`src/rtl/wimax_pkg.sv`:
```
// wimax_pkg: shared sizes, amplitude limits and demapper FSM states
package wimax_pkg;
   localparam int IQ_W          = 16;
   localparam int SYM_PER_BLOCK = 96;
   localparam int QPSK_AMP      = 23170;
   localparam int AMP_TOL       = 2048;
   localparam int FIFO_DEPTH    = 4;

   typedef enum logic [1:0] {
      IDLE  = 2'd0,
      BIT_I = 2'd1,
      BIT_Q = 2'd2
   } demap_state_e;

   // True when |x| falls outside the nominal QPSK amplitude window
   function automatic logic amp_bad(input logic [IQ_W-1:0] x);
      logic signed [IQ_W:0] s;
      logic [IQ_W:0] a;
      s = {x[IQ_W-1], x};
      a = x[IQ_W-1] ? $unsigned(-s) : $unsigned(s);
      return (a < (IQ_W+1)'(QPSK_AMP - AMP_TOL)) || (a > (IQ_W+1)'(QPSK_AMP + AMP_TOL));
   endfunction
endpackage

```
`src/rtl/sym_fifo.sv`:
```
// sym_fifo: small synchronous FIFO; push ignored when full, pop ignored when empty
module sym_fifo #(
   parameter int W = 2,
   parameter int D = 4
) (
   input  logic                 clk,
   input  logic                 rst,
   input  logic                 push,
   input  logic                 pop,
   input  logic [W-1:0]         wdata,
   output logic [W-1:0]         rdata,
   output logic                 full,
   output logic                 empty,
   output logic [$clog2(D):0]   count
);
   localparam int AW = $clog2(D);
   logic [W-1:0] mem_q [D];
   logic [AW-1:0] wp_q, rp_q;
   logic [AW:0] cnt_q;
   logic do_push, do_pop;
   assign full    = cnt_q == (AW+1)'(D);
   assign empty   = cnt_q == '0;
   assign count   = cnt_q;
   assign rdata   = mem_q[rp_q];
   assign do_push = push && !full;
   assign do_pop  = pop && !empty;
   // storage array is not reset; only pointers define validity
   always_ff @(posedge clk)
      if (do_push) mem_q[wp_q] <= wdata;
   // pointer and occupancy tracking; simultaneous push/pop leaves count unchanged
   always_ff @(posedge clk or posedge rst)
      if (rst) begin
         wp_q  <= '0;
         rp_q  <= '0;
         cnt_q <= '0;
      end else begin
         if (do_push) wp_q <= (wp_q == AW'(D-1)) ? '0 : wp_q + 1'b1;
         if (do_pop) rp_q <= (rp_q == AW'(D-1)) ? '0 : rp_q + 1'b1;
         cnt_q <= cnt_q + (AW+1)'(do_push) - (AW+1)'(do_pop);
      end
endmodule

```
`src/rtl/qpsk_demapper.sv`:
```
// qpsk_demapper: hard-decision QPSK demapper to serial bits; DEMAP_AMP_CHECK_EN adds amplitude flag
module qpsk_demapper
   import wimax_pkg::*;
(
   input  logic            clk,
   input  logic            rst,
   input  logic            Valid_in,
   input  logic [IQ_W-1:0] I_in,
   input  logic [IQ_W-1:0] Q_in,
   output logic            ready_out,
   input  logic            ready_in,
   output logic            dataout,
   output logic            Valid_out,
   output logic            block_done,
   output logic            sym_err
);
`ifdef DEMAP_AMP_CHECK_EN
   localparam int FW = 3;
`else
   localparam int FW = 2;
`endif
   localparam int CW = $clog2(FIFO_DEPTH) + 1;
   logic [FW-1:0] wdata, rdata;
   logic full, empty;
   logic [CW-1:0] count;
   logic run_q;
   demap_state_e state_q, state_d;
   logic dout_q, dout_d, vout_q, vout_d, qbit_q, qbit_d, done_q, done_d;
   logic [6:0] sym_q, sym_d;
   logic push, pop, xfer;

   assign ready_out  = run_q && (count < CW'(FIFO_DEPTH));
   assign push       = Valid_in && ready_out && !full;
   assign xfer       = vout_q && ready_in;
   assign pop        = !empty && ((state_q == IDLE) || (state_q == BIT_Q && xfer));
   assign dataout    = dout_q;
   assign Valid_out  = vout_q;
   assign block_done = done_q;

`ifdef DEMAP_AMP_CHECK_EN
   assign wdata = {amp_bad(I_in) || amp_bad(Q_in), I_in[IQ_W-1], Q_in[IQ_W-1]};
`else
   assign wdata = {I_in[IQ_W-1], Q_in[IQ_W-1]};
`endif

   sym_fifo #(.W(FW), .D(FIFO_DEPTH)) u_fifo (
      .clk   (clk),
      .rst   (rst),
      .push  (push),
      .pop   (pop),
      .wdata (wdata),
      .rdata (rdata),
      .full  (full),
      .empty (empty),
      .count (count)
   );

   // output sequencer: pop a symbol, present I-bit then Q-bit, count symbols per block
   always_comb begin
      state_d = state_q;
      dout_d  = dout_q;
      vout_d  = vout_q;
      qbit_d  = qbit_q;
      sym_d   = sym_q;
      done_d  = 1'b0;
      if (pop) begin
         state_d = BIT_I;
         vout_d  = 1'b1;
         dout_d  = rdata[1];
         qbit_d  = rdata[0];
      end else if (state_q == BIT_I && xfer) begin
         state_d = BIT_Q;
         dout_d  = qbit_q;
      end else if (state_q == BIT_Q && xfer) begin
         state_d = IDLE;
         vout_d  = 1'b0;
         dout_d  = 1'b0;
      end
      if (state_q == BIT_Q && xfer) begin
         sym_d  = (sym_q == 7'(SYM_PER_BLOCK-1)) ? 7'd0 : sym_q + 7'd1;
         done_d = sym_q == 7'(SYM_PER_BLOCK-1);
      end
   end

   // state registers; run_q blocks acceptance on the first edge after reset release
   always_ff @(posedge clk or posedge rst)
      if (rst) begin
         run_q   <= 1'b0;
         state_q <= IDLE;
         dout_q  <= 1'b0;
         vout_q  <= 1'b0;
         qbit_q  <= 1'b0;
         sym_q   <= '0;
         done_q  <= 1'b0;
      end else begin
         run_q   <= 1'b1;
         state_q <= state_d;
         dout_q  <= dout_d;
         vout_q  <= vout_d;
         qbit_q  <= qbit_d;
         sym_q   <= sym_d;
         done_q  <= done_d;
      end

`ifdef DEMAP_AMP_CHECK_EN
   logic err_q;
   // amplitude flag shown only while the flagged symbol's I-bit is presented
   always_ff @(posedge clk or posedge rst)
      if (rst) err_q <= 1'b0;
      else err_q <= pop ? rdata[2] : (err_q && state_q == BIT_I && !xfer);
   assign sym_err = err_q;
`else
   assign sym_err = 1'b0;
`endif
endmodule

```
`config.mk`:
```
export PLATFORM = sky130hd
export DESIGN_NAME = qpsk_demapper
export DESIGN_NICKNAME = d
export VERILOG_FILES = /design/src/rtl/wimax_pkg.sv /design/src/rtl/sym_fifo.sv /design/src/rtl/qpsk_demapper.sv
export SDC_FILE = /design/constraint.sdc
export NUM_CORES = 1
export LEC_CHECK = 0
export ABC_AREA = 1
export CORE_MARGIN = 2
export CORE_UTILIZATION = 30
export CTS_CLUSTER_DIAMETER = 120
export DETAILED_ROUTE_END_ITERATION = 6
export GPL_TIMING_DRIVEN = 0
export HOLD_SLACK_MARGIN = 0.12
export PLACE_DENSITY = 0.63
export SYNTH_ARGS = -nofsm -noshare
export SYNTH_HDL_FRONTEND = slang
export SYNTH_SLANG_ARGS = --single-unit
```
`constraint.sdc`:
```
create_clock -name clk -period 2.1 [get_ports clk]
set_clock_uncertainty 0.2 [all_clocks]
set_input_delay 0.42 -clock clk [delete_from_list [all_inputs] [get_ports clk]]
set_output_delay 0.42 -clock clk [all_outputs]
set_load 0.005 [all_outputs]
```
==> impl_metrics.json <==
{
  "outcome": "complete, no violations",
  "via_count": 1001,
  "die_h_um": 72.2,
  "reg2reg_setup_slack_ps": 20,
  "clock_sinks": 29,
  "fillers": 423,
  "r2r-start": "u_fifo.count[1]",
  "synth-adder-area-share": 0.0860,
  "layout-drive-gt1-share": 0.186,
  "crit_fanout": 2,
  "fin_area_um2": 1780,
  "powerDensity_nw_per_um2": 625,
  "ys_warn_count": 0,
  "synth_seq_cells": 29,
  "dp.cells": 212,
  "holdWs_ps": 304,
  "slowest_delay_ps": 390,
  "synth_compound_area_frac": 0.0466,
  "cts-buffers-inserted": 5,
  "synthXorXnorAreaFrac": 0.0314,
  "die_area_um2": 5220,
  "clk_latency_ps": 280,
  "final_cells": 229,
  "finalMaxSlewViolations": 0,
  "drtIter0Drc": 107,
  "path_class": "reg2reg",
  "path_buf_inv": 2,
  "max_cap_violations": 0,
  "multiInputGateArea_um2": 578,
  "dp_hpwl_mm": 1.55,
  "place_congestion": 0.721,
  "leakagePower_nw": 0.882,
  "grt_pass1_wl_mm": 4.17,
  "synth.distinct_cells": 19,
  "utilization": 0.402,
  "final_hold_viol_count": 0,
  "final_common_cell": "nand2_1",
  "start_util": 0.316,
  "routedWlPerCell_um": 10.4,
  "antenna_found_initial": 0,
  "layout_min_cycle_time_ps": 2080,
  "cts-root-buf": "clkbuf_8",
  "grt_pass1_vias": 932,
  "arrival_ps": 2040,
  "crit_path_frequent_cell": "ha_4",
  "route.detailed.drc": 0,
  "num_antenna_cells": 0,
  "path_clk_slew_ps": 70,
  "cts_tree": "done",
  "grt.overflow.total": 0,
  "path_delay_family": "adder cells",
  "firstDrtPassIters": 5,
  "synth_top_family_by_area": "simple AND/OR/NAND/NOR gates",
  "slew_headroom": 0.453,
  "io_buffers": 9,
  "mostFrequentLayoutCells": "27 x nand2_1, 23 x inv_1, 21 x dfrtp_1",
  "hp-start": "sym_q[2]",
  "hp-class": "reg2reg",
  "h-tree-depth": 2,
  "grt_usage": 0.107,
  "setup_viol": 0,
  "crit_start": "u_fifo.count[1]",
  "via_per_inst": 4.37,
  "critPathLaunchType": "flip-flop",
  "tightest_slew_ps": 820,
  "io_pins": 41,
  "die-width_um": 72.2,
  "max_freq_ghz": 0.481,
  "required_ps": 2060,
  "cts_hold_buf": 0,
  "regArea_um2": 766,
  "final_nets": 221,
  "clock_path_buffers": 2,
  "totalPowerFinal_mw": 1.11,
  "worstPathCellList": "nor2_2 -> nand2_2 -> nand3_4 -> inv_4 -> ha_4 -> inv_2 -> ha_4 -> fa_2 -> xnor2_2 -> xor2_1",
  "syn-cell-area_um2": 1400,
  "grt_max_degree": 22,
  "core_area_um2": 4410,
  "synthesis.nets": 196,
  "syn_avg_cell_area_um2": 9.25,
  "cp_slowest_cell": "dfrtp_1",
  "synth-seq-area-share": 0.548,
  "rsz0062_at_grt": "true",
  "dpl_cell_area_um2": 1560,
  "synth_simple_gate_area_frac": 0.207,
  "period_share": 0.989,
  "area_delta_synth_final_pct": 27.2,
  "critPathCaptureType": "flip-flop",
  "routed_wl_mm": 2.38,
  "peakVddDrop_mv": 0.312,
  "num_rows": 24,
  "syn_inst": 151,
  "synthMuxAreaShare": 0,
  "antenna_left": 0
}
[registers in the layout (all words and copies together) (netlist names), 2 cells and up]
| name | count |
|---|---|
| u_fifo.count | 3 |
| sym_q | 7 |
| u_fifo.mem_q | 8 |
| u_fifo.rp_q | 2 |
| u_fifo.wp_q | 2 |
| state_q | 2 |
[final timing paths]
check | endpoint | depth (start not counted)
max in group asynchronous | u_fifo.count[0] | 2
max reg2reg | u_fifo.count[2] | 10
max | u_fifo.count[2] | 10
min | sym_q[2] | 1
min reg2reg | sym_q[2] | 1
min in group asynchronous | sym_q[5] | 2
[Yosys cell counts, drive strengths merged]
cell	number	area, µm²
nor3	1	16.3
conb	2	7.51
o21ai	13	65.1
edfxtp	8	240
nand2	31	121
ha	8	100
nand4	3	18.8
xnor2	2	17.5
xor2	3	26.3
buf	1	7.51
fa	1	20.0
inv	26	97.6
nor2	22	82.6
nand3	9	50.1
dfrtp	21	526
[per-stage QoR]
| stage | setup WS (ps) | setup TNS (ps) |
|---|---|---|
| after floorplan | -24.2 | -24.2 |
| after global placement | -581 | -1080 |
| after detailed placement | -602 | -1100 |
| after CTS | -35.4 | -53.4 |
| after global routing | -44.1 | -44.1 |
| final | 22.6 | 0 |
[power breakdown]
part / internal [mW] / leakage [nW] / switching (mW)
Clock: 0.296 / 0.0542 / 0.213
Sequential: 0.581 / 0.306 / 0.000194
Combinational: 0.00894 / 0.522 / 0.0119
Total: 0.886 / 0.882 / 0.225
[area by class of cell]
cell class,instances,area share
sequential,29,0.431
multi-input combinational,95,0.325
timing repair buffer,18,0.0894
inverter,26,0.0563
clock buffer,7,0.0542
tap,52,0.0366
buffer,1,0.00423
clock inverter,1,0.00282
[routing by layer]
layer  wire [µm]  global-route usage
met1        1140               0.129
met2        1110               0.165
met3          84              0.0417
met4          41              0.0566
met5           0                   0
[cells by family after synthesis]
group	Yosys count
compound gates	13
fa+ha+maj	9
simple gates	66
flops	29
xor+xnor	5
buf+inv	27
other cells	2
[repair_timing]
action,4_1_cts,5_1_grt
setup endpoints to repair,2,2
buffers inserted,7,2
pin swaps,8,4
resized for setup,7,4
Note: power is estimated with default switching activity, not from simulation.
